$ cat src/rtl/reg_cmd_ctrl.sv
// reg_cmd_ctrl: byte-serial host command front end for a 16x16 register bank.
// Optional inter-byte timeout enabled with `define REG_CMD_CTRL_TIMEOUT_EN.
module reg_cmd_ctrl #(
    parameter int unsigned TimeoutCycles = 1024
) (
    input  logic         clk_i,
    input  logic         rst_i,
    input  logic [7:0]   cmd_data_i,
    input  logic         cmd_valid_i,
    output logic         cmd_ready_o,
    output logic [7:0]   rsp_data_o,
    output logic         rsp_valid_o,
    input  logic         rsp_ready_i,
    output logic [15:0]  reg_wdata_o,
    output logic [15:0]  reg_we_o,
    input  logic [255:0] reg_rdata_i,
    output logic         busy_o
);

    typedef enum logic [2:0] {
        S_IDLE,
        S_DATA_HI,
        S_DATA_LO,
        S_WRITE,
        S_RD_HI,
        S_RD_LO,
        S_RESP
    } state_t;

    localparam logic [7:0] CodeOk  = 8'hA5;
    localparam logic [7:0] CodeErr = 8'hEE;

    state_t      state_q, state_d;
    logic [3:0]  addr_q, addr_d;
    logic [15:0] wdata_q, wdata_d;
    logic [15:0] snap_q, snap_d;
    logic [7:0]  code_q, code_d;

    logic cmd_acc;
    logic rsp_acc;
    logic wr_ok;
    logic in_cmd;
    logic in_rsp;

    // Bits 6:4 of a command byte carry no meaning.
    logic [2:0] unused_cmd_bits;
    assign unused_cmd_bits = cmd_data_i[6:4];

`ifdef REG_CMD_CTRL_TIMEOUT_EN
    logic [15:0] cnt_q, cnt_d;
`else
    logic [15:0] unused_timeout;
    assign unused_timeout = 16'(TimeoutCycles);
`endif

    assign in_cmd  = (state_q == S_IDLE) || (state_q == S_DATA_HI)
                  || (state_q == S_DATA_LO);
    assign in_rsp  = (state_q == S_RD_HI) || (state_q == S_RD_LO)
                  || (state_q == S_RESP);
    assign wr_ok   = (addr_q[3:1] != 3'b000);

    // Outputs are forced quiet while reset is held.
    assign cmd_ready_o = !rst_i && in_cmd;
    assign rsp_valid_o = !rst_i && in_rsp;
    assign busy_o      = !rst_i && (state_q != S_IDLE);
    assign reg_wdata_o = wdata_q;
    assign reg_we_o    = (!rst_i && state_q == S_WRITE && wr_ok)
                       ? (16'h0001 << addr_q) : 16'h0000;
    assign rsp_data_o  = (state_q == S_RD_HI) ? snap_q[15:8]
                       : (state_q == S_RD_LO) ? snap_q[7:0]
                       : code_q;

    assign cmd_acc = cmd_valid_i && cmd_ready_o;
    assign rsp_acc = rsp_valid_o && rsp_ready_i;

    // Next-state and datapath updates for the command FSM.
    always_comb begin
        state_d = state_q;
        addr_d  = addr_q;
        wdata_d = wdata_q;
        snap_d  = snap_q;
        code_d  = code_q;
`ifdef REG_CMD_CTRL_TIMEOUT_EN
        cnt_d   = 16'h0000;
`endif
        unique case (state_q)
            S_IDLE: begin
                if (cmd_acc) begin
                    addr_d = cmd_data_i[3:0];
                    if (cmd_data_i[7]) begin
                        state_d = S_DATA_HI;
                    end else if (cmd_data_i[3:0] == 4'h0) begin
                        code_d  = CodeErr;
                        state_d = S_RESP;
                    end else begin
                        snap_d  = reg_rdata_i[{cmd_data_i[3:0], 4'h0} +: 16];
                        state_d = S_RD_HI;
                    end
                end
            end
            S_DATA_HI, S_DATA_LO: begin
                if (cmd_acc) begin
                    if (state_q == S_DATA_HI) begin
                        wdata_d[15:8] = cmd_data_i;
                        state_d       = S_DATA_LO;
                    end else begin
                        wdata_d[7:0] = cmd_data_i;
                        state_d      = S_WRITE;
                    end
                end
`ifdef REG_CMD_CTRL_TIMEOUT_EN
                else if (cnt_q == 16'(TimeoutCycles - 1)) begin
                    code_d  = CodeErr;
                    state_d = S_RESP;
                end else begin
                    cnt_d = cnt_q + 16'h0001;
                end
`endif
            end
            S_WRITE: begin
                code_d  = wr_ok ? CodeOk : CodeErr;
                state_d = S_RESP;
            end
            S_RD_HI: begin
                if (rsp_acc) state_d = S_RD_LO;
            end
            S_RD_LO, S_RESP: begin
                if (rsp_acc) state_d = S_IDLE;
            end
            default: state_d = S_IDLE;
        endcase
    end

    // State and datapath registers with synchronous reset.
    always_ff @(posedge clk_i) begin
        if (rst_i) begin
            state_q <= S_IDLE;
            addr_q  <= 4'h0;
            wdata_q <= 16'h0000;
            snap_q  <= 16'h0000;
            code_q  <= 8'h00;
`ifdef REG_CMD_CTRL_TIMEOUT_EN
            cnt_q   <= 16'h0000;
`endif
        end else begin
            state_q <= state_d;
            addr_q  <= addr_d;
            wdata_q <= wdata_d;
            snap_q  <= snap_d;
            code_q  <= code_d;
`ifdef REG_CMD_CTRL_TIMEOUT_EN
            cnt_q   <= cnt_d;
`endif
        end
    end

endmodule

$ cat config.mk
export PLATFORM = sky130hd
export DESIGN_NAME = reg_cmd_ctrl
export DESIGN_NICKNAME = d
export VERILOG_FILES = /design/src/rtl/reg_cmd_ctrl.sv
export SDC_FILE = /design/constraint.sdc
export NUM_CORES = 1
export LEC_CHECK = 0
export BUFFER_PORTS_ARGS = -buffer_cell sky130_fd_sc_hd__buf_2
export CAP_MARGIN = 20
export CORE_AREA = 2 2 121 123
export CTS_BUF_LIST = sky130_fd_sc_hd__clkbuf_8
export DETAILED_ROUTE_END_ITERATION = 6
export DIE_AREA = 0 0 123 125
export GPL_TIMING_DRIVEN = 0
export SLEW_MARGIN = 10
export SYNTH_ARGS = -nofsm -noshare
export SYNTH_HDL_FRONTEND = slang
export SYNTH_SLANG_ARGS = --single-unit
$ cat constraint.sdc
create_clock -name clk_i -period 2.1 [get_ports clk_i]
set_clock_uncertainty 0.1 [all_clocks]
set_input_delay 0.21 -clock clk_i [delete_from_list [all_inputs] [get_ports clk_i]]
set_output_delay 0.21 -clock clk_i [all_outputs]
set_load 0.1 [all_outputs]
* Word level (Yosys, flattened, before mapping)
Cells that the tools add are included.
Operators by class: equality and inequality tests 12, shifts and indexed selects 2, mux-type cells 16, bitwise operators 3, reduce and logical (&&, ||, !) cells 25
Operator list (number):
- variable part select 256 x 9 -> 16 bit | 1
- 2-to-1 mux 8 bit | 5
- 2-to-1 mux 16 bit | 1
- one-hot mux 8 bit (2 select lines) | 1
- << shifter 1 x 4 -> 16 bit (first input constant) | 1
- 2-to-1 mux 3 bit | 5
- one-hot mux 3 bit (5 select lines) | 1
- AND reduction 4 bit | 3
- inequality test 2 bit (second input constant) | 5
- == test 3 bit (second input constant) | 3
- logical AND 1 bit | 7
- 2-to-1 mux 7 bit | 1
- == test 3 x 2 -> 1 bit (second input constant) | 2
- AND reduction 3 bit | 2
- nonzero test 3 bit | 2
- logical NOT 4 bit | 1
- logical OR 1 bit | 4
- OR reduction 2 bit | 2
- == test 3 x 1 -> 1 bit (second input constant) | 1
- logical NOT 3 bit | 1
- NOT 1 bit | 3
- 2-to-1 mux 2 bit | 1
- inequality test 2 x 1 -> 1 bit (second input constant) | 1
- AND reduction 2 bit | 1
- other kinds (3) | 3
Storage, ports and cells: bits in registers 47, input bits 268, output and inout bits 43, logic and storage cells 64

* Longest topological paths before layout
word-level depth 7, gate-level depth with buffers 7, depth with buffers taken out 4

* Worst setup path after synthesis
No wires, ideal clock.
kind reg-to-output, start reg state_q[1], end out reg_we_o[9], arrival time 3359 ps, required time 1790 ps, path slack -1569 ps, stages on the path, launching flop included 6, buffers on the path 1, cell sequence dfxtp_1 > buf_2 > and2_1 > nand3_1 > or2_2 > nor3b_1
Between the ends: cells in the longest elaborated chain, start to end 4
Ends and longest elaborated chain:
- from (decl) | line 33 | state_t state_q, state_d;
- from (signal assigned) | line 146 | state_q <= state_d;
- == test 3 x 2 -> 1 bit | line 67 | assign reg_we_o = (!rst_i && state_q == S_WRITE && wr_ok)
- logical AND 1 bit (2 in a row) | line 67
- 2-to-1 mux 16 bit | line 68 | ? (16'h0001 << addr_q) : 16'h0000;
- to (decl) | line 15 | output logic [15:0] reg_we_o,
No other way between the ends.

* Final worst setup path
start reg state_q[2], end out reg_we_o[2]
Same word-level chain as after synthesis.

==> flow_summary.toml <==
[place]
io_buffers = 304
hpwl_um = 16190
pre_cts_slack_ns = -0.3993
place_congestion = 0.9517

[cells_and_area]
drive_gt1_share_pct = 68.56
nFillCells = 1427
regArea_sq_um = 847.1
area_growth_syn_to_layout_pct = 60.63
multi_input_area_sq_mm = 0.003163
layout.nets = 935

[synth]
synth_common_cells = "nor2_1 (54), dfxtp_1 (42), mux2i_1 (42)"
synth-edff-count = 0
yosys.area.top_type = "mux4_2"
synthTopCellsByArea = "mux4_2 (21%), dfxtp_1 (21%), mux4_1 (17%)"
synth_mux_area_share_pct = 53.64
yosysUniqueCellTypes = 38
synth-xor-area-share_pct = 0
synth_top_cell_area_share_pct = 21.46
ys_seq_area_share_pct = 21.08
synth_compound_area_share_pct = 7.716
ys.flop_type = "dfxtp_1"
synth-adder-area-share_pct = 0
yosys.area_share.simple_pct = 11.73
synthArstFlopShare_pct = 0
syn_inst = 340
synth_area_sq_mm = 0.003989
synth_top_family_by_area = "multiplexers"
avgSynthCellArea_sq_um = 11.73
synth-seq-cells = 42
synth.most_common_cell = "nor2_1"
yosysWarnings = 0

[clock_tree]
cts_tree = "built"
cts_hold_buf = 0
cts_root_buffer = "clkbuf_8"
clockBufferDepth = 2
numCtsBuffers = 5
cts.sinks = 42
clk_latency_ns = 0.29
h-tree-depth = 2
cts.clk_slew.worst_paths_ns = 0.08

[floorplanning]
die_h_um = 125
start_util_pct = 28.08
die_area_sq_mm = 0.01538
boundaryPins = 311
row_count = 44
die_x_um = 123
core_area_sq_mm = 0.01420

[setup_path]
worstSetupPathType = "reg -> out"
critPathLaunchType = "register"
crit_start = "state_q[2]"
crit_fanout = 5
cp-end-kind = "output pin"
crit_required_ns = 1.79
rr_startpoint = "state_q[0]"
cp.arrival_ns = 1.78

[routing]
drt-total-wl_um = 18930
route.detailed.drc = 0
detail-route-antenna-nets = 0
via_per_inst = 5.268
post_drt_wl_per_cell_um = 22.14
via_count = 4504
drt_iter0_drc = 225
firstDrtPassIters = 4

[global_routing]
grtUsageTotal_pct = 24.03
top_usage_layer = "met2"
use_met2_pct = 43.16
grt_pass1_wl_um = 27420
grt_use_met1_pct = 30.29
grt_pass1_vias = 4624
grt_max_degree = 13
met3_usage_pct = 4.562
grt_overflow = 0
antenna_found_initial = 5

[power_and_ir_drop]
seqPwrFrac_pct = 33.8
sw_frac_of_total_pct = 34.38
cellPowerDensity_mw_per_mm2 = 396.3
p_switching_mw = 0.8732
leakage_nw = 3.027
power.share.clock_pct = 21.2
comb_power_share_pct = 44.9
internal_power_mw = 1.666
vdd_drop_max_mv = 0.2535

[sta]
worst_slack_ns = 0.01406
tightest_slew_ns = 0.6362
finalSetupViolations = 0
max_freq_mhz = 479.4
rsz0062_at_grt = "yes"
relSlewSlack_pct = 57.59
drv_slew = 0
finalCritPeriodShare_pct = 99.33
hold_violations = 0
min_period_ns = 2.086
timing.hold.ws_ns = 0.06497

[flow_run]
maxCapViolations = 0

[outcome]
outcome = "finished, final reports clean"

[hold_path]
hold_path_startpoint = "cmd_data_i[4]"
min_path_type = "in -> reg"
==> power by group through the flow <==
| stage | clock (mW) | sequential, mW | combinational [mW] |
|---|---|---|---|
| 2_1_floorplan | 0 | 0.889 | 0.651 |
| 3_3_place_gp | 0 | 0.872 | 1.07 |
| 3_5_place_dp | 0 | 0.873 | 1.08 |
| 4_1_cts | 0.545 | 0.856 | 1.12 |
| 5_1_grt | 0.578 | 0.863 | 1.21 |
| 6_report | 0.539 | 0.859 | 1.14 |
==> logic make-up (layout without fill, tap and decap cells) <==
group | after synthesis | count (layout)
multiplexers | 122 | 122
AO/OA/AOI/OAI | 40 | 40
flip-flops | 42 | 42
AND/OR/NAND/NOR | 97 | 97
buffers and inverters | 38 | 365
other | 1 | 5
==> metrics by stage <==
step                      std cells  utilization [%]  setup TNS (ns)  power, mW  area [sq um]
after floorplan                 341                -         -0.7535      1.541          4208
after global placement          829            41.96          -5.781      1.940          5959
after detailed placement        829            41.96          -6.649      1.957          5959
after CTS                       845            44.26        -0.08427      2.522          6286
after global routing            853            45.08         -0.4547      2.655          6402
final                           855            45.11               0      2.540          6407
==> final timing paths <==
kind | to | slack (ns) | cells after the start
setup reg to reg | snap_q[15] | 0.10 | 6
setup / recovery | reg_we_o[2] | 0.01 | 4
hold reg to reg | reg_wdata_o[2] | 0.39 | 2
hold / removal | reg_wdata_o[12] | 0.06 | 3
==> metal layers <==
metal	up-vias	wire, um
met2	210	9776
met3	21	1258
met1	2237	7711
li1	2032	-
met5	-	23
met4	4	158
==> registers in the layout, indices dropped and copies added, names as in the netlist <==
name / flops
addr_q: 4
code_q: 3
state_q: 3
reg_wdata_o: 16
snap_q: 16
==> cells in the final DEF, fill, tap and decap left out, types with 8 or more instances in the layout <==
master    count
buf_4        19
a221o_1      16
mux2i_1      37
dfxtp_1      39
nor2_1       40
mux4_1       26
clkbuf_8      8
nor2_2        9
mux4_2       38
buf_2       298
nand2_1       9
buf_6        17
mux2_2       16
==> worst max-delay path: stages (launching register included) <==
cell      delay [ns]
dfxtp_4         0.37
nand3b_1        0.18
or4_4           0.51
nor3_4          0.22
buf_12          0.20
==> cell type report <==
class / count / share of cell area [%]
multi-input combinational: 261 / 49.37
timing repair buffer: 319 / 27.81
sequential: 42 / 13.22
buffer: 38 / 4.472
tap: 184 / 3.593
clock buffer: 6 / 1.289
clock inverter: 2 / 0.1367
antenna: 3 / 0.1172
==> timing repair <==
action                     CTS  global route
gates resized for setup     57            19
setup endpoints to repair   37            29
pin swaps                    6             6
setup buffers                8             7
No activity file was read; power rests on OpenSTA's default activity.
